$ cat config.mk
export PLATFORM = sky130hd
export DESIGN_NAME = seg_scan_driver
export DESIGN_NICKNAME = d
export VERILOG_FILES = /design/src/rtl/seg_scan_driver.sv
export SDC_FILE = /design/constraint.sdc
export NUM_CORES = 1
export LEC_CHECK = 0
export CAP_MARGIN = 40
export CORE_AREA = 10 10 78 80
export CTS_CLUSTER_SIZE = 40
export DETAILED_ROUTE_END_ITERATION = 10
export DIE_AREA = 0 0 88 90
export PLACE_DENSITY = 0.83
export SYNTH_ARGS = -nofsm -noshare
export SYNTH_HDL_FRONTEND = slang
export SYNTH_SLANG_ARGS = --single-unit
$ cat constraint.sdc
create_clock -name clk -period 4.19 [get_ports clk]
set_clock_uncertainty 0.15 [all_clocks]
set_input_delay 0.838 -clock clk [delete_from_list [all_inputs] [get_ports clk]]
set_output_delay 0.838 -clock clk [all_outputs]
set_load 0.01 [all_outputs]
$ cat src/rtl/seg_scan_driver.sv
// Multiplexed 4-digit 7-segment scan driver with per-frame snapshot, leading-zero blanking and dead time.
// Latency: digits/dp_mask take effect at the next frame start (DEAD-to-ON into digit 0); outputs decode from registers.
// Backpressure: none; free-running scan, enable only darkens the outputs.
module seg_scan_driver #(
  parameter int DIV  = 1000,
  parameter int DEAD = 2
) (
  input  logic        clk,
  input  logic        rst,
  input  logic [15:0] digits,
  input  logic [3:0]  dp_mask,
  input  logic        lz_en,
  input  logic        enable,
  output logic [3:0]  an,
  output logic [6:0]  seg,
  output logic        dp,
  output logic        frame_done
);

  typedef enum logic {ST_ON, ST_DEAD} state_t;

  state_t      r_state;
  logic [1:0]  r_idx;
  logic [15:0] r_on_cnt;
  logic [7:0]  r_dead_cnt;
  logic [15:0] r_snap_digits;
  logic [3:0]  r_snap_dp;
  logic        r_frame_done;

  logic [3:0]  w_digit;
  logic [3:0]  w_upper_zero;
  logic        w_blank;
  logic [6:0]  w_seg_code;

  // Scan sequencer: ON/DEAD timing, digit index advance and frame snapshot capture.
  always_ff @(posedge clk or posedge rst) begin
    if (rst) begin
      r_state       <= ST_DEAD;
      r_idx         <= 2'd3;
      r_on_cnt      <= '0;
      r_dead_cnt    <= '0;
      r_snap_digits <= '0;
      r_snap_dp     <= '0;
      r_frame_done  <= 1'b0;
    end else begin
      r_frame_done <= 1'b0;
      case (r_state)
        ST_ON: begin
          if (r_on_cnt == 16'(DIV - 1)) begin
            r_on_cnt <= '0;
            r_state  <= ST_DEAD;
          end else begin
            r_on_cnt <= r_on_cnt + 16'd1;
          end
        end
        default: begin
          if (r_dead_cnt == 8'(DEAD - 1)) begin
            r_dead_cnt <= '0;
            r_idx      <= r_idx + 2'd1;
            r_state    <= ST_ON;
            // Wrapping back to digit 0 starts a new frame: freeze inputs for its duration.
            if (r_idx == 2'd3) begin
              r_snap_digits <= digits;
              r_snap_dp     <= dp_mask;
              r_frame_done  <= 1'b1;
            end
          end else begin
            r_dead_cnt <= r_dead_cnt + 8'd1;
          end
        end
      endcase
    end
  end

  assign frame_done = r_frame_done;
  assign w_digit    = r_snap_digits[{r_idx, 2'b00} +: 4];

  // Leading-zero chain: bit i set when snapshot digits 3..i are all zero; digit 0 never blanks.
  always_comb begin
    w_upper_zero    = 4'b0000;
    w_upper_zero[3] = (r_snap_digits[15:12] == 4'd0);
    w_upper_zero[2] = w_upper_zero[3] && (r_snap_digits[11:8] == 4'd0);
    w_upper_zero[1] = w_upper_zero[2] && (r_snap_digits[7:4] == 4'd0);
    w_blank         = lz_en && (r_idx != 2'd0) && w_upper_zero[r_idx];
  end

  // BCD to active-low {g,f,e,d,c,b,a}; non-BCD values show a dash.
  always_comb begin
    w_seg_code = 7'b0111111;
    case (w_digit)
      4'd0: w_seg_code = 7'b1000000;
      4'd1: w_seg_code = 7'b1111001;
      4'd2: w_seg_code = 7'b0100100;
      4'd3: w_seg_code = 7'b0110000;
      4'd4: w_seg_code = 7'b0011001;
      4'd5: w_seg_code = 7'b0010010;
      4'd6: w_seg_code = 7'b0000010;
      4'd7: w_seg_code = 7'b1111000;
      4'd8: w_seg_code = 7'b0000000;
      4'd9: w_seg_code = 7'b0010000;
      default: w_seg_code = 7'b0111111;
    endcase
  end

  // Output drive: dark in DEAD or when disabled; a blanked digit keeps its anode and dp.
  always_comb begin
    an  = 4'b1111;
    seg = 7'b1111111;
    dp  = 1'b1;
    if (r_state == ST_ON && enable) begin
      an         = 4'b1111;
      an[r_idx]  = 1'b0;
      seg        = w_blank ? 7'b1111111 : w_seg_code;
      dp         = ~r_snap_dp[r_idx];
    end
  end

endmodule

==> flow_metrics.tcl, run 1 <==
set metrics [dict create \
    synth.area.top_cells "dfrtp_1 43%, mux2_4 11%, ha_1 5.8%" \
    critPathCaptureType "output port" \
    drcViolationCount 0 \
    p_int_mw 0.676 \
    max_cap_violations 0 \
    wl_per_cell_um 16.7 \
    fin_crit_ns 3.97 \
    grt_first_pass_wirelength_um 8960 \
    ctsResizeCount 0 \
    synthArstFlopShare 1.00 \
    hpwl_um 4000 \
    area_growth_pct 19.2 \
    switching_share 0.215 \
    p_sw_mw 0.185 \
    final_util 0.676 \
    cts_sinks 48 \
    hold_path.class "register to register" \
    grt_max_degree 41 \
    dieArea_um2 7920 \
    gp_congestion 0.849 \
    power.share.clock 0.335 \
    vias 1746 \
    insertedDiodeCount 0 \
    yosys.cell_types.count 38 \
    ys_seq_area_frac 0.462 \
    core_area_um2 4600 \
    yosys_warnings 0 \
    grt_setup_unrepaired "no" \
    slew_violations 0 \
    combPwrFrac 0.105 \
    syn_inst 219 \
    initial_core_util 0.568 \
    netlist.area_leader.share 0.431 \
    ir_worst_vdd_mv 0.230 \
    reg2reg_slack_ns 1.45 \
    clockBufferDepth 2 \
    synth_area_um2 2610 \
    overflow 0 \
    place_inst 302 \
    worstSetupPathType "register to output port" \
    cp_slowest_cell "dfstp_2" \
    viasPerCell 5.65 \
    detail-route-antenna-nets 0 \
    leakage_nw 1.40 \
    grt_usage 0.139 \
    hold_viol 0 \
    antenna_found_initial 0 \
    port_buffers 36 \
    crit_top_cell "inv_1" \
    synth-edff-count 0 \
    seqPwrFrac 0.560 \
    row_count 25 \
    final.setup.tns_ns 0 \
    finalNetCount 291 \
    finalCritPeriodShare 0.947 \
    die_y_um 90 \
    post_cts_buffers 0 \
    crit_buf_inv 3 \
    routed_wirelength_um 5160 \
    clk_pin_slew_ns 0.08 \
    path_delay_family "multiplexers" \
    stdcell_count 309 \
    die_x_um 88 \
    postSynthAreaPerCell_um2 11.9 \
    layout_commonest_cell "dfrtp_1" \
    drive_gt1_frac 0.180 \
    finalSetupViolCount 0 \
    crit_path_max_incr_delay_ns 0.71 \
    ys_ff_latch 48 \
    synth_ff_type "dfrtp_1" \
    fmax_mhz 252 \
    worst_pin_slew_ns 0.718 \
    design.portCount 37 \
    cp.arrival_ns 2.98 \
    grt_pass1_vias 1826 \
    crit_path_start_kind "register" \
    dr.pass1.iters 4 \
    status "finished clean" \
    syn-num-nets 255 \
    cts_tree "yes" \
    clock_latency_ns 0.30 \
    maxSlewHeadroom 0.520 \
    hold_buffers 0 \
    cp_data_required_time_ns 3.20 \
    first_iter_violations 80 \
    path_max_fanout 11 \
    cts.htree.levels 2 \
    power_density_nw_per_um2 277 \
    crit_chain "mux4_2 > inv_1 > ha_1 > inv_1 > or2_2 > mux2i_1 > nand3_1 > clkdlybuf4s50_1" \
    cts_buffers 5 \
    yosysTopAreaCell "dfrtp_1" \
    final_cell_mix "45 x dfrtp_1, 36 x clkdlybuf4s50_1, 19 x mux2_4" \
    cts.root.buffer_cell "clkbuf_8" \
]
==> path summary, 6_finish.rpt <==
path	endpoint	from	cells past startpoint
setup reg to reg	r_snap_dp[2]	r_dead_cnt[1]	6
hold reg to reg	r_dead_cnt[7]	r_dead_cnt[7]	1
setup / recovery	seg[3]	r_idx[0]	8
hold / removal	r_dead_cnt[7]	r_dead_cnt[7]	1
max in group asynchronous	r_state	rst	3
min in group asynchronous	r_snap_digits[15]	rst	2
==> kinds of logic after synthesis <==
logic type               Yosys count  synth area share
AO/OA/AOI/OAI                     10            0.0244
XOR/XNOR                          22            0.0738
adder cells (fa/ha/maj)           12            0.0575
buffers and inverters             19            0.0340
flip-flops                        48             0.462
multiplexers                      32             0.185
AND/OR/NAND/NOR                   76             0.163
==> cells in the mapped netlist, types with 2 or more instances <==
cell type	number
a21oi_1	2
ha_1	12
nor4_1	3
buf_6	2
xor2_1	10
mux4_2	5
mux2_2	4
nand4_1	5
or2_2	2
and2_1	2
nor3_1	3
buf_2	2
dfrtp_1	45
o22ai_1	4
nand2b_1	5
mux2_4	19
clkbuf_1	5
and4_1	2
nand3_1	13
and3_1	3
nor4b_1	2
mux2i_1	4
nor2_1	16
xnor2_1	12
dfstp_2	3
nand2_1	13
inv_1	10
==> state kept, by name, indices dropped and copies added, names as in the netlist <==
register and flops:
r_snap_digits 16, r_state 1, frame_done 1, r_dead_cnt 8, r_snap_dp 4, r_on_cnt 16, r_idx 2
==> power by group through the flow <==
stage	registers (mW)	clock network, mW	logic, mW
2_1_floorplan	0.486	0	0.0479
3_3_place_gp	0.490	0	0.0869
3_5_place_dp	0.491	0	0.0914
4_1_cts	0.482	0.295	0.0917
5_1_grt	0.483	0.317	0.0989
6_report	0.482	0.288	0.0904
==> layer usage <==
layer  routed length (µm)  track usage  up-vias  share of wire
met5                    0            0        -              0
met4                   92       0.0559        0          0.018
met3                  295       0.0415       11          0.057
met2                 2490        0.214       46           0.48
met1                 2280        0.175      857           0.44
li1                     -            -      832              -
==> layout make-up <==
cell class | instances | area, µm²
fill | 331 | 1490
timing repair buffer | 38 | 388
sequential | 48 | 1200
tap | 54 | 67.6
clock buffer | 7 | 96.3
inverter | 10 | 37.5
multi-input combinational | 152 | 1320
==> through the flow <==
step	setup slack, ns	hold WS [ns]	instance area (µm²)	total power, mW
after floorplan	1.05	0.296	2610	0.534
after global placement	0.619	0.314	2990	0.577
after detailed placement	0.542	0.330	3010	0.582
after CTS	0.199	0.341	3110	0.868
after global routing	0.0262	0.357	3110	0.899
final	0.224	0.338	3110	0.861
(Power assumes the default switching activity.)
==> inputs of run 2 (changes only) <==
Clock period 4.19 ns to 4.85 ns, I/O delays scaled along.
==> flow_metrics.tcl, run 2 (synthesis gave the netlist of run 1 again) <==
set metrics [dict create \
    status "finished clean" \
    grt_pass1_vias 1753 \
    grt_setup_unrepaired "no" \
    cts_buffers 5 \
    hold_buffers 0 \
    area_growth_pct 20.0 \
    cp.arrival_ns 2.97 \
    antenna_found_initial 0 \
    fmax_mhz 244 \
    dieArea_um2 7920 \
    ir_worst_vdd_mv 0.183 \
    vias 1719 \
    grt_max_degree 41 \
    die_y_um 90 \
    cts_tree "yes" \
    core_area_um2 4600 \
    viasPerCell 5.56 \
    hold_path.class "register to register" \
    hpwl_um 3880 \
    wl_per_cell_um 16.5 \
    whs_ns 0.331 \
    cts_sinks 48 \
    grt_usage 0.132 \
    final_cell_mix "45 x dfrtp_1, 36 x clkdlybuf4s50_1, 19 x mux2_4" \
    maxSlewHeadroom 0.499 \
    drive_gt1_frac 0.180 \
    path_max_fanout 11 \
    detail-route-antenna-nets 0 \
    finalSetupViolCount 0 \
    dr.pass1.iters 4 \
    overflow 0 \
    grt_first_pass_wirelength_um 8440 \
    cts.root.buffer_cell "clkbuf_8" \
    clk_pin_slew_ns 0.09 \
    setup_ws_ns 0.757 \
    fillers 350 \
    stdcell_count 309 \
    place_inst 301 \
    crit_path_start_kind "register" \
    dp_worst_setup_slack_ns 0.982 \
    clock_latency_ns 0.30 \
    fin_crit_ns 4.09 \
    port_buffers 36 \
    finalCritPeriodShare 0.844 \
    power_density_nw_per_um2 257 \
    routed_wirelength_um 5110 \
    leakage_nw 1.41 \
    finalNetCount 290 \
    hold_start "r_on_cnt[15]" \
    design_area_um2 3130 \
    insertedDiodeCount 0 \
    cts.htree.levels 2 \
    dpl-instance-area_um2 3010 \
    final.setup.tns_ns 0 \
    hold_viol 0 \
    layout_commonest_cell "dfrtp_1" \
    design.portCount 37 \
    worstSetupPathType "register to output port" \
    clockBufferDepth 2 \
    post_cts_buffers 0 \
    regToRegStartpoint "r_dead_cnt[1]" \
    drcViolationCount 0 \
    die_x_um 88 \
    row_count 25 \
    max_cap_violations 0 \
    startpoint "r_idx[0]" \
    critPathCaptureType "output port" \
    cp_data_required_time_ns 3.73 \
    worst_pin_slew_ns 0.751 \
    top_regs "r_on_cnt: 16 flops, r_snap_digits: 16 flops, r_dead_cnt: 8 flops" \
    ctsResizeCount 0 \
    initial_core_util 0.568 \
    first_iter_violations 90 \
    gp_congestion 0.868 \
    slew_violations 0 \
]
## run 2: cell count changes in the layout (fill, tap and decap cells not counted), sizes merged
cell | previous run | this run
buf | 2 | 1
bufinv | 0 | 1
## run 2: layout make-up
| type | instances | area, µm² | area share |
|---|---|---|---|
| multi-input combinational | 152 | 1320 | 0.420 |
| sequential | 48 | 1200 | 0.385 |
| timing repair buffer | 37 | 380 | 0.121 |
| clock buffer | 7 | 96.3 | 0.0308 |
| tap | 54 | 67.6 | 0.0216 |
| inverter | 10 | 37.5 | 0.0120 |
| clock inverter | 1 | 30.0 | 0.00958 |
## run 2: power by group
group,switching (mW),internal (mW)
clock,0.130,0.182
combinational,0.0294,0.0475
sequential,0.00771,0.408
total,0.167,0.638
## run 2: critical path, stage by stage (launching register included)
cell	delay (ns)
dfstp_2	0.70
mux4_2	0.62
inv_1	0.13
ha_1	0.16
inv_1	0.04
or2_2	0.28
mux2i_1	0.13
nand3_1	0.09
clkdlybuf4s50_1	0.52
## run 2: stage by stage
step,total power [mW],utilization
CTS,0.813,0.681
global placement,0.498,0.650
global route,0.835,0.681
finish,0.805,0.681
floorplan,0.462,-
detailed placement,0.501,0.654
## run 2: final timing paths
kind                                      to  slack, ns  depth (start not counted)
max in group asynchronous           r_idx[1]       3.30                          3
setup reg to reg           r_snap_digits[12]       2.09                          6
hold reg to reg                 r_on_cnt[15]       0.33                          1
hold / removal                  r_on_cnt[15]       0.33                          1
min in group asynchronous       r_on_cnt[14]       0.74                          2
setup / recovery                      seg[3]       0.76                          8
## run 2: per-layer routing
metal / global-route usage / wire (µm) / vias to the layer above
li1: - / - / 837
met1: 0.169 / 2290 / 831
met2: 0.208 / 2430 / 40
met3: 0.0397 / 325 / 11
met4: 0.0426 / 62 / 0
met5: 0 / 0 / -
==> inputs of run 3 (changes only) <==
Settings changed: CORE_AREA 10 10 78 80 to 10 10 81 83, DIE_AREA 0 0 88 90 to 0 0 91 93, PLACE_DENSITY 0.83 to 0.77.
Clock period 4.85 ns to 4.25 ns, I/O delays scaled along.
==> flow_metrics.tcl, run 3 (synthesis gave the netlist of run 1 again) <==
set metrics [dict create \
    vias 1704 \
    first_iter_violations 82 \
    worstSetupPathType "register to output port" \
    dr.pass1.iters 4 \
    hold_start "r_on_cnt[15]" \
    fin_crit_ns 3.99 \
    crit_path_start_kind "register" \
    power.share.clock 0.443 \
    critPathCaptureType "output port" \
    grt_first_pass_wirelength_um 9050 \
    hold_viol 0 \
    area_growth_pct 22.3 \
    cts_buffers 5 \
    whs_endpoint "r_on_cnt[15]" \
    drcViolationCount 0 \
    design_area_um2 3190 \
    wl_per_cell_um 16.2 \
    grt_usage 0.130 \
    reg2reg_slack_ns 1.42 \
    drive_gt1_frac 0.184 \
    dieArea_um2 8460 \
    status "finished clean" \
    p_int_mw 0.815 \
    detail-route-antenna-nets 0 \
    slew_violations 0 \
    viasPerCell 5.23 \
    hold_path.class "register to register" \
    grt_max_degree 34 \
    hold_path_depth 1 \
    hpwl_um 3920 \
    cp_data_required_time_ns 3.25 \
    hold_buffers 0 \
    die_y_um 93 \
    worst_pin_slew_ns 0.721 \
    cts_sinks 48 \
    initial_core_util 0.521 \
    r2r_cells 6 \
    design.portCount 37 \
    setup_ws_ns 0.258 \
    ctsResizeCount 0 \
    post_cts_buffers 0 \
    regToRegStartpoint "r_dead_cnt[1]" \
    cts.root.buffer_cell "clkbuf_8" \
    leakage_nw 1.43 \
    p_sw_mw 0.197 \
    final.setup.tns_ns 0 \
    ir_worst_vdd_mv 0.244 \
    cts_tree "yes" \
    switching_share 0.194 \
    finalNetCount 291 \
    power_density_nw_per_um2 317 \
    row_count 26 \
    clockBufferDepth 2 \
    final_cell_mix "45 x dfrtp_1, 36 x clkdlybuf4s50_1, 19 x mux2_4" \
    routed_wirelength_um 5270 \
    grt_pass1_vias 1756 \
    clock_latency_ns 0.30 \
    max_cap_violations 0 \
    fmax_mhz 250 \
    path_max_fanout 11 \
    dp_worst_setup_slack_ns 0.575 \
    layout_commonest_cell "dfrtp_1" \
    insertedDiodeCount 0 \
    seqPwrFrac 0.469 \
    clk_pin_slew_ns 0.09 \
    finalSetupViolCount 0 \
    top_regs "r_on_cnt: 16 flops, r_snap_digits: 16 flops, r_dead_cnt: 8 flops" \
    grt_setup_unrepaired "no" \
    antenna_found_initial 0 \
    overflow 0 \
    core_area_um2 5010 \
    die_x_um 91 \
    cp.arrival_ns 2.99 \
    port_buffers 36 \
    timing.rr.end "r_snap_digits[5]" \
    combPwrFrac 0.088 \
    dpl-instance-area_um2 3030 \
    maxSlewHeadroom 0.518 \
    cts.htree.levels 2 \
    gp_congestion 0.851 \
    finalCritPeriodShare 0.939 \
]
## run 3: changes by cell type in the layout (fill, tap and decap cells not counted), sizes merged
cell,before,now
bufinv,1,3
buf,1,2
clkbuf,7,5
## run 3: critical path: stages (launching register included)
cell	delay (ns)
dfstp_2	0.71
mux4_2	0.62
inv_1	0.15
ha_1	0.18
inv_1	0.04
or2_2	0.28
mux2i_1	0.13
nand3_1	0.09
clkdlybuf4s50_1	0.49
## run 3: per-stage QoR
| stage | cells | utilization | hold WS, ns | total power [mW] |
|---|---|---|---|---|
| after floorplan | 219 | - | 0.296 | 0.527 |
| after global placement | 317 | 0.602 | 0.318 | 0.569 |
| after detailed placement | 318 | 0.606 | 0.322 | 0.574 |
| after CTS | 326 | 0.637 | 0.334 | 1.02 |
| after global routing | 326 | 0.637 | 0.360 | 1.04 |
| final | 326 | 0.637 | 0.335 | 1.01 |
## run 3: worst max path at each step
| stage | to | slack, ns | depth (start not counted) | from |
|---|---|---|---|---|
| 5_1_grt | seg[4] | 0.07 | 8 | r_idx[0] |
| 6_report | seg[3] | 0.26 | 8 | r_idx[0] |
| 3_3_place_gp | seg[3] | 0.66 | 8 | r_idx[0] |
| 3_5_place_dp | seg[3] | 0.57 | 8 | r_idx[0] |
| 4_1_cts | seg[4] | 0.23 | 8 | r_idx[0] |
| 2_1_floorplan | seg[3] | 1.10 | 8 | r_idx[0] |
## run 3: power by group through the flow
stage	logic (mW)	clock network, mW	registers (mW)
3_5_place_dp	0.0906	0	0.483
3_3_place_gp	0.0861	0	0.483
2_1_floorplan	0.0472	0	0.480
5_1_grt	0.0972	0.470	0.476
6_report	0.0892	0.448	0.474
4_1_cts	0.0908	0.453	0.474
## run 3: final cells by class
cell class | instances | area (µm²)
Inverter | 10 | 37.5
Sequential cell | 48 | 1200
Multi-Input combinational cell | 152 | 1320
Timing Repair Buffer | 38 | 388
Fill cell | 397 | 1820
Tap cell | 70 | 87.6
Clock buffer | 5 | 68.8
Clock inverter | 3 | 90.1
## run 3: layer usage
| metal | routed length, µm | GRT usage |
|---|---|---|
| met1 | 2550 | 0.166 |
| met2 | 2430 | 0.208 |
| met3 | 220 | 0.0360 |
| met4 | 70 | 0.0431 |
| met5 | 0 | 0 |
